`config.mk`:
```
export PLATFORM = sky130hd
export DESIGN_NAME = led_scanner
export DESIGN_NICKNAME = d
export VERILOG_FILES = /design/src/rtl/led_scanner_pkg.sv /design/src/rtl/led_prescaler.sv /design/src/rtl/led_scanner.sv
export SDC_FILE = /design/constraint.sdc
export NUM_CORES = 1
export LEC_CHECK = 0
export CAP_MARGIN = 20
export CORE_AREA = 5 5 85 87
export DETAILED_ROUTE_END_ITERATION = 10
export DIE_AREA = 0 0 90 92
export PLACE_DENSITY = 0.67
export SLEW_MARGIN = 20
export SYNTH_ARGS = -nofsm -noshare
export SYNTH_HDL_FRONTEND = slang
export SYNTH_SLANG_ARGS = --single-unit
```
`constraint.sdc`:
```
create_clock -name i_clk -period 3.3 [get_ports i_clk]
set_input_delay 0.66 -clock i_clk [delete_from_list [all_inputs] [get_ports i_clk]]
set_output_delay 0.66 -clock i_clk [all_outputs]
set_load 0.02 [all_outputs]
```
`src/rtl/led_scanner_pkg.sv`:
```
// ---------------------------------------------------------------------------
// led_scanner_pkg : shared constants for the LED scanner and its helpers
// Revision 1.0
// ---------------------------------------------------------------------------
`default_nettype none

package led_scanner_pkg;

  localparam logic [1:0] MODE_BOUNCE    = 2'd0;
  localparam logic [1:0] MODE_WRAP_UP   = 2'd1;
  localparam logic [1:0] MODE_WRAP_DOWN = 2'd2;
  localparam logic [1:0] MODE_FILL      = 2'd3;

  localparam logic [0:0] DIR_UP   = 1'b0;
  localparam logic [0:0] DIR_DOWN = 1'b1;

  // Trail LED is lit while the 2-bit PWM count is below its limit
  localparam logic [1:0] PWM_TRAIL1_LIMIT = 2'd2;
  localparam logic [1:0] PWM_TRAIL2_LIMIT = 2'd1;

endpackage

`default_nettype wire

```
`src/rtl/led_prescaler.sv`:
```
// ---------------------------------------------------------------------------
// led_prescaler : enable-gated step-period counter producing a one-cycle tick
// Revision 1.0
// ---------------------------------------------------------------------------
`default_nettype none

module led_prescaler #(
  parameter int PRESCALE_W = 24
) (
  input  logic                  i_clk,
  input  logic                  i_reset,
  input  logic                  i_enable,
  input  logic [PRESCALE_W-1:0] i_period,
  output logic                  o_tick
);

  logic [PRESCALE_W-1:0] count_q, count_d;

  // >= so that shrinking i_period mid-count ticks immediately
  always_comb begin
    o_tick  = i_enable && (count_q >= i_period);
    count_d = count_q;
    if (i_enable) begin
      count_d = o_tick ? '0 : count_q + PRESCALE_W'(1);
    end
  end

  always_ff @(posedge i_clk or posedge i_reset) begin
    if (i_reset) begin
      count_q <= '0;
    end else begin
      count_q <= count_d;
    end
  end

endmodule

`default_nettype wire

```
`src/rtl/led_scanner.sv`:
```
// ---------------------------------------------------------------------------
// led_scanner : parametrised multi-pattern LED scanner (BOUNCE/WRAP/FILL)
// Optional macro LED_SCANNER_TAIL_EN adds PWM-dimmed trailing LEDs.
// Revision 1.0
// ---------------------------------------------------------------------------
`default_nettype none

module led_scanner
  import led_scanner_pkg::*;
#(
  parameter int N_LEDS     = 8,
  parameter int PRESCALE_W = 24,
  parameter int POS_W      = $clog2(N_LEDS)
) (
  input  logic                  i_clk,
  input  logic                  i_reset,
  input  logic                  i_enable,
  input  logic [1:0]            i_mode,
  input  logic [PRESCALE_W-1:0] i_period,
  output logic [N_LEDS-1:0]     o_led,
  output logic [POS_W-1:0]      o_pos,
  output logic                  o_dir,
  output logic                  o_wrap
);

  localparam logic [POS_W-1:0] LAST_POS = POS_W'(N_LEDS - 1);
  localparam logic [POS_W-1:0] ONE      = POS_W'(1);

  logic              tick;
  logic [POS_W-1:0]  pos_q, pos_d;
  logic [0:0]        dir_q, dir_d;
  logic              wrap_q, wrap_d;
  logic [1:0]        mode_q, mode_d;
  logic [N_LEDS-1:0] led_q, led_d;

  led_prescaler #(
    .PRESCALE_W(PRESCALE_W)
  ) u_prescaler (
    .i_clk   (i_clk),
    .i_reset (i_reset),
    .i_enable(i_enable),
    .i_period(i_period),
    .o_tick  (tick)
  );

  // Mode is sampled on each tick and applied to that tick's step
  always_comb begin
    pos_d  = pos_q;
    dir_d  = dir_q;
    mode_d = mode_q;
    wrap_d = 1'b0;
    if (tick) begin
      mode_d = i_mode;
      case (i_mode)
        MODE_BOUNCE: begin
          if (dir_q == DIR_UP) begin
            if (pos_q == LAST_POS) begin
              pos_d = pos_q - ONE;
              dir_d = DIR_DOWN;
            end else begin
              pos_d = pos_q + ONE;
            end
          end else begin
            if (pos_q == '0) begin
              pos_d = ONE;
              dir_d = DIR_UP;
            end else begin
              pos_d = pos_q - ONE;
            end
          end
        end
        MODE_WRAP_DOWN: begin
          pos_d = (pos_q == '0) ? LAST_POS : pos_q - ONE;
          dir_d = DIR_DOWN;
        end
        default: begin
          pos_d = (pos_q == LAST_POS) ? '0 : pos_q + ONE;
          dir_d = DIR_UP;
        end
      endcase
      wrap_d = (i_mode == MODE_WRAP_DOWN) ? (pos_d == LAST_POS) : (pos_d == '0);
    end
  end

`ifdef LED_SCANNER_TAIL_EN
  logic [1:0] pwm_q, pwm_d;

  assign pwm_d = pwm_q + 2'd1;

  always_ff @(posedge i_clk or posedge i_reset) begin
    if (i_reset) begin
      pwm_q <= 2'd0;
    end else begin
      pwm_q <= pwm_d;
    end
  end
`endif

  always_comb begin
    led_d = '0;
    for (int i = 0; i < N_LEDS; i++) begin
      if (mode_q == MODE_FILL) begin
        led_d[i] = (i <= int'(pos_q));
      end else begin
        led_d[i] = (i == int'(pos_q));
      end
    end
`ifdef LED_SCANNER_TAIL_EN
    // Trail sits behind the head; BOUNCE drops off-strip trails, WRAP_* wraps them
    if (mode_q != MODE_FILL) begin
      int step;
      int trail1;
      int trail2;
      step   = (dir_q == DIR_UP) ? -1 : 1;
      trail1 = int'(pos_q) + step;
      trail2 = int'(pos_q) + 2 * step;
      if (mode_q != MODE_BOUNCE) begin
        if (trail1 < 0)       trail1 = trail1 + N_LEDS;
        if (trail1 >= N_LEDS) trail1 = trail1 - N_LEDS;
        if (trail2 < 0)       trail2 = trail2 + N_LEDS;
        if (trail2 >= N_LEDS) trail2 = trail2 - N_LEDS;
      end
      for (int i = 0; i < N_LEDS; i++) begin
        if (i == trail1 && pwm_q < PWM_TRAIL1_LIMIT) led_d[i] = 1'b1;
        if (i == trail2 && pwm_q < PWM_TRAIL2_LIMIT) led_d[i] = 1'b1;
      end
    end
`endif
  end

  always_ff @(posedge i_clk or posedge i_reset) begin
    if (i_reset) begin
      pos_q  <= '0;
      dir_q  <= DIR_UP;
      wrap_q <= 1'b0;
      mode_q <= MODE_BOUNCE;
      led_q  <= '0;
    end else begin
      pos_q  <= pos_d;
      dir_q  <= dir_d;
      wrap_q <= wrap_d;
      mode_q <= mode_d;
      led_q  <= led_d;
    end
  end

  assign o_led  = led_q;
  assign o_pos  = pos_q;
  assign o_dir  = dir_q;
  assign o_wrap = wrap_q;

endmodule

`default_nettype wire

```
# After elaboration in Yosys (flattened, before gate mapping)
# Index checks and enable logic that the tools add are counted.
# Widths: inputs -> output; s select.
[word_totals] in_bits=29 wordCells=55 out_inout_bits=13 regBits=39
[op_classes] muxes=22 eq_ne=11 magnitude_cmp=8 reduce_logical=5 n_addsub=3
[op_table] cell="$add 24x1->24 const B" count=1
[op_table] cell="$ge 24x24->1" count=1
[op_table] cell="$mux 24" count=1
[op_table] cell="$mux 3" count=6
[op_table] cell="$mux 1" count=13
[op_table] cell="$eq 3x3->1 const A" count=4
[op_table] cell="$le 3x3->1 const A" count=4
[op_table] cell="$logic_not 3->1" count=3
[op_table] cell="$eq 2x3->1 const A" count=2
[op_table] cell="$eq 3x3->1 const B" count=2
[op_table] cell="$le 2x3->1 const A" count=2
[op_table] cell="$pmux 3 s2" count=1
[op_table] cell="$eq 2x2->1 const B" count=2
[op_table] cell="$add 3x1->3 const B" count=1
[op_table] cell="$eq 1x3->1 const A" count=1
[op_table] cell="$le 1x3->1 const A" count=1
[op_table] cell="$sub 3x1->3 const B" count=1
[op_table] cell="$logic_not 2->1" count=1
[op_table] cell="$pmux 1 s2" count=1
[op_table] cell="$logic_and 1x1->1" count=1

# Depth between registers and ports, before layout
[depth] ltp_word=8 ltp_mapped=10 ltp_nobuf=8

# Modules after synthesis
# A second synthesis with hierarchy kept.
[unflattened] hier_cells=306 hier_area_um2=2867.8
[by_module_without_submodules] module="led_prescaler" cells_per_inst=216 area_each_um2=1984.4 instances=1 seq_area_each_um2=600.6
[by_module_without_submodules] module="led_scanner" cells_per_inst=90 area_each_um2=883.3 instances=1 seq_area_each_um2=375.4

# Least setup slack after synthesis
# Ideal clock, no wire load.
[synth_path] path_kind="in2reg" start="input i_period[9]" end="register mode_q[0]" setup_slack_ps=785 n_path_buf=0 cell_stages=8 arrival_ps=2390 cell_sequence="inv_1 -> ha_1 -> a21o_1 -> a221o_1 -> a21oi_2 -> nand4_4 -> o21ai_2 -> mux2_2"
[synth_between] elab_chain_cells=2
[synth_lines] element="start: declaration" line="led_scanner.sv:19" text="input logic [PRESCALE_W-1:0] i_period,"
[synth_lines] element="$ge 24x24->1" line="led_prescaler.sv:21" text="o_tick = i_enable && (count_q >= i_period);"
[synth_lines] element="$logic_and 1x1->1" line="led_prescaler.sv:21"
[synth_lines] element="end signal: assignment" line="led_scanner.sv:142" text="mode_q <= mode_d;"
[synth_lines] element="end: declaration" line="led_scanner.sv:33" text="logic [1:0] mode_q, mode_d;"
# No other way between the ends.
# A chain may end at the register's enable or synchronous reset.

# Worst setup path after layout
[layout_path] start="input i_period[2]" end="register pos_q[2], in the netlist o_pos[2]"
[layout_between] elab_chain_cells=2
[layout_lines] element="$ge 24x24->1" line="led_prescaler.sv:21"
[layout_lines] element="$logic_and 1x1->1" line="led_prescaler.sv:21"
[layout_lines] element="end signal: assignment" line="led_scanner.sv:139" text="pos_q <= pos_d;"
[layout_lines] element="end: declaration" line="led_scanner.sv:30" text="logic [POS_W-1:0] pos_q, pos_d;"
# No other way between the ends.

==> flow_summary.toml <==
[cells_and_area]
fillers = 585
ff_latch_area_um2 = 976
fin_util = 0.539
layoutNonFillerInstCount = 415
multi_input_area_um2 = 1630
area_growth_pct = 21.7
drive_gt1_frac = 0.133
fin_nets = 399
num_antenna_cells = 0

[timing]
max_slew_margin = 0.670
period_needed_ps = 2900
rsz0062_at_grt = "false"
hold_ws_ps = 554
fin_crit_sh = 0.878
fmax_ghz = 0.345
hold_viol = 0
fin_setup_tns_ps = 0
finalClockSkew_ps = 8.51
worstMarginPinSlew_ps = 495
slew_violations = 0
setup_viol = 0

[synthesis]
synth_area_leader_cell = "dfrtp_1"
syn_area_um2 = 2780
ys_warn_count = 0
synth.avg_cell_area_um2 = 9.53
synth-async-reset-ratio = 1.00
seq_area_frac_synth = 0.351
ys_ff_latch = 39
syn_inst = 292
synth_flop_cell = "dfrtp_1"
synth_nets = 354
synth_area_leaders = "dfrtp_1, ha_1, a21oi_2, inv_1, nand2_1"
synth_top_area_share = 0.351
synth_edf_count = 0
ys_types = 49

[global_route]
grt-ovfl-total = 0
grt_max_degree = 40
grt_pass1_vias = 2216
grt_first_pass_wirelength_mm = 9.91
grtUsageTotal = 0.141
antenna_found_initial = 0

[critical_path]
slowest_stage = "clkdlybuf4s50_1"
cp_num_buf_inv = 2
worstPathRequired_ps = 3470
cp_cell_sequence = "clkdlybuf4s50_1 -> inv_1 -> ha_1 -> a211oi_1 -> o21ai_0 -> a41oi_1 -> nor2_4 -> o21ai_2 -> mux2_2"
path_class = "in -> reg"
startpoint_type = "input port"
ff2ff_setup_slack_ps = 830
crit_family = "compound AO/OA/AOI/OAI gates"
reg2reg_to = "o_pos[2]$_DFFE_PP0P_"
end_kind = "flip-flop"
reg2reg_from = "u_prescaler.count_q[2]$_DFFE_PP0P_"
slowest_delay_ps = 450
r2r_cells = 7
cp_max_fo = 7
worstPathArrival_ps = 3070
cp-startpoint = "i_period[2]"

[power]
power_density_nw_per_um2 = 348
p_int_uw = 835
power_leakage_nw = 1.58
comb_power_share = 0.217
swShare = 0.291
switchingPower_uw = 342
clockPowerShare = 0.304
power_frac_seq = 0.479
ir_worst_vdd_mv = 0.263
fin_total_pwr_mw = 1.18

[clock_tree]
tritoncts = "done"
clkLatencyLatePin_ps = 290
clk_pin_slew_ps = 70
postCtsResizedCells = 0
clk_path_buf_depth = 2
cts_max_level = 2
postCtsSetupRepairBufs = 0
cts_inserted_buffers = 5
cts_hold_buf = 0
clock-root-buffer = "clkbuf_8"
clock-sinks = 39

[floorplanning]
ios = 42
coreArea_um2 = 6280
design.die.area_um2 = 8280
initial_utilization = 0.443
fp.dieW_um = 90
row_count = 29
dieHeight_um = 92

[routing]
via_per_inst = 5.28
drt_iter0_markers = 69
wl_mm = 5.69
drt.antenna.violating_nets = 0
wl_per_cell_um = 13.7
route.detailed.drc = 0
drt_first_pass_iters = 4
vias = 2193

[hold_path]
worst_hold_path.num_cells = 2
min_to = "u_prescaler.count_q[0]$_DFFE_PP0P_"
holdCritStartpoint = "u_prescaler.count_q[0]$_DFFE_PP0P_"
hold_path.class = "reg -> reg"

[run]
maxCapViolCount = 0

[place]
place_inst = 407
place.gp.congestion = 0.853
port_buffers = 41
dp.final_hpwl_mm = 4.33

[outcome]
status = "finished clean"
layer usage:
layer	global-route usage	routed length, um	vias up
li1	-	-	1114
met1	0.190	2800	1029
met2	0.227	2580	44
met3	0.0344	248	6
met4	0.0372	57	0
met5	0	0	-
worst reg2reg max path: cells and delay by family (launching register included):
kind	cells	cell delay (ps)
AO/OA/AOI/OAI	4	1120
adder cells (fa/ha/maj)	1	310
flip-flops	1	430
multiplexers	1	380
AND/OR/NAND/NOR	1	110
stage by stage:
| stage | area (um^2) | worst slack (ps) |
|---|---|---|
| 4_1_cts | 3390 | 390 |
| 3_3_place_gp | 3290 | 95.8 |
| 6_report | 3390 | 402 |
| 3_5_place_dp | 3290 | 86.8 |
| 5_1_grt | 3390 | 274 |
| 2_1_floorplan | 2780 | 785 |
state kept, by name (all words and copies together) (netlist names):
register / count
o_dir: 1
u_prescaler.count_q: 24
o_led: 8
o_pos: 3
mode_q: 2
o_wrap: 1
cells by family (layout without fill, tap and decap cells):
| kind of cell | count (synthesis) | in the layout | share of synthesized area |
|---|---|---|---|
| xor gates and xnor gates | 17 | 17 | 0.0535 |
| adders and majority gates | 33 | 33 | 0.148 |
| AOI/OAI and AO/OA | 64 | 64 | 0.177 |
| DFF | 39 | 39 | 0.351 |
| muxes | 7 | 7 | 0.0274 |
| and+or+nand+nor | 92 | 92 | 0.181 |
| buffers and inverters | 40 | 86 | 0.0625 |
power groups by stage:
stage	Combinational (mW)	Sequential (mW)	Clock, mW
after global placement	0.254	0.572	0
after floorplan	0.185	0.559	0
after detailed placement	0.258	0.572	0
after CTS	0.259	0.563	0.366
after global routing	0.290	0.571	0.385
final	0.256	0.564	0.358
cell usage in the layout, fill, tap and decap left out, drive strengths merged, types with 6 or more instances in the layout:
cell,n
clkbuf,8
xor2,12
nand2,28
o21ai,13
dfrtp,39
a21oi,30
inv,32
o2bb2ai,6
clkdlybuf4s50,41
nand4,7
nand3,14
nor2,14
ha,33
area by class of cell:
type	instances	area share
multi-input cells	213	0.482
flip-flops and latches	39	0.288
repair buffers	46	0.136
inverters	32	0.0355
clock buffers	8	0.0296
well taps	77	0.0285
worst max-delay path by stage:
stage	endpoint	slack, ps	cells after the start
floorplan	mode_q[0]$_DFFE_PP0P_	790	8
global placement	o_dir$_DFFE_PP0P_	100	9
detailed placement	mode_q[0]$_DFFE_PP0P_	90	9
CTS	o_pos[2]$_DFFE_PP0P_	390	9
global route	o_pos[1]$_DFFE_PP0P_	270	9
finish	o_pos[2]$_DFFE_PP0P_	400	9
cell usage after synthesis (3+ instances only):
cell type	number
a21oi_1	14
a21oi_2	16
and3_1	5
buf_6	3
clkbuf_1	4
dfrtp_1	39
ha_1	33
inv_1	32
mux2_2	5
nand2_1	28
nand2b_1	4
nand3_1	14
nand4_1	6
nor2_1	13
nor3_1	4
o211ai_1	3
o21ai_0	11
o2bb2ai_2	5
o31ai_1	3
xnor2_1	5
xor2_1	12
Power figures use the tool's default switching activity.
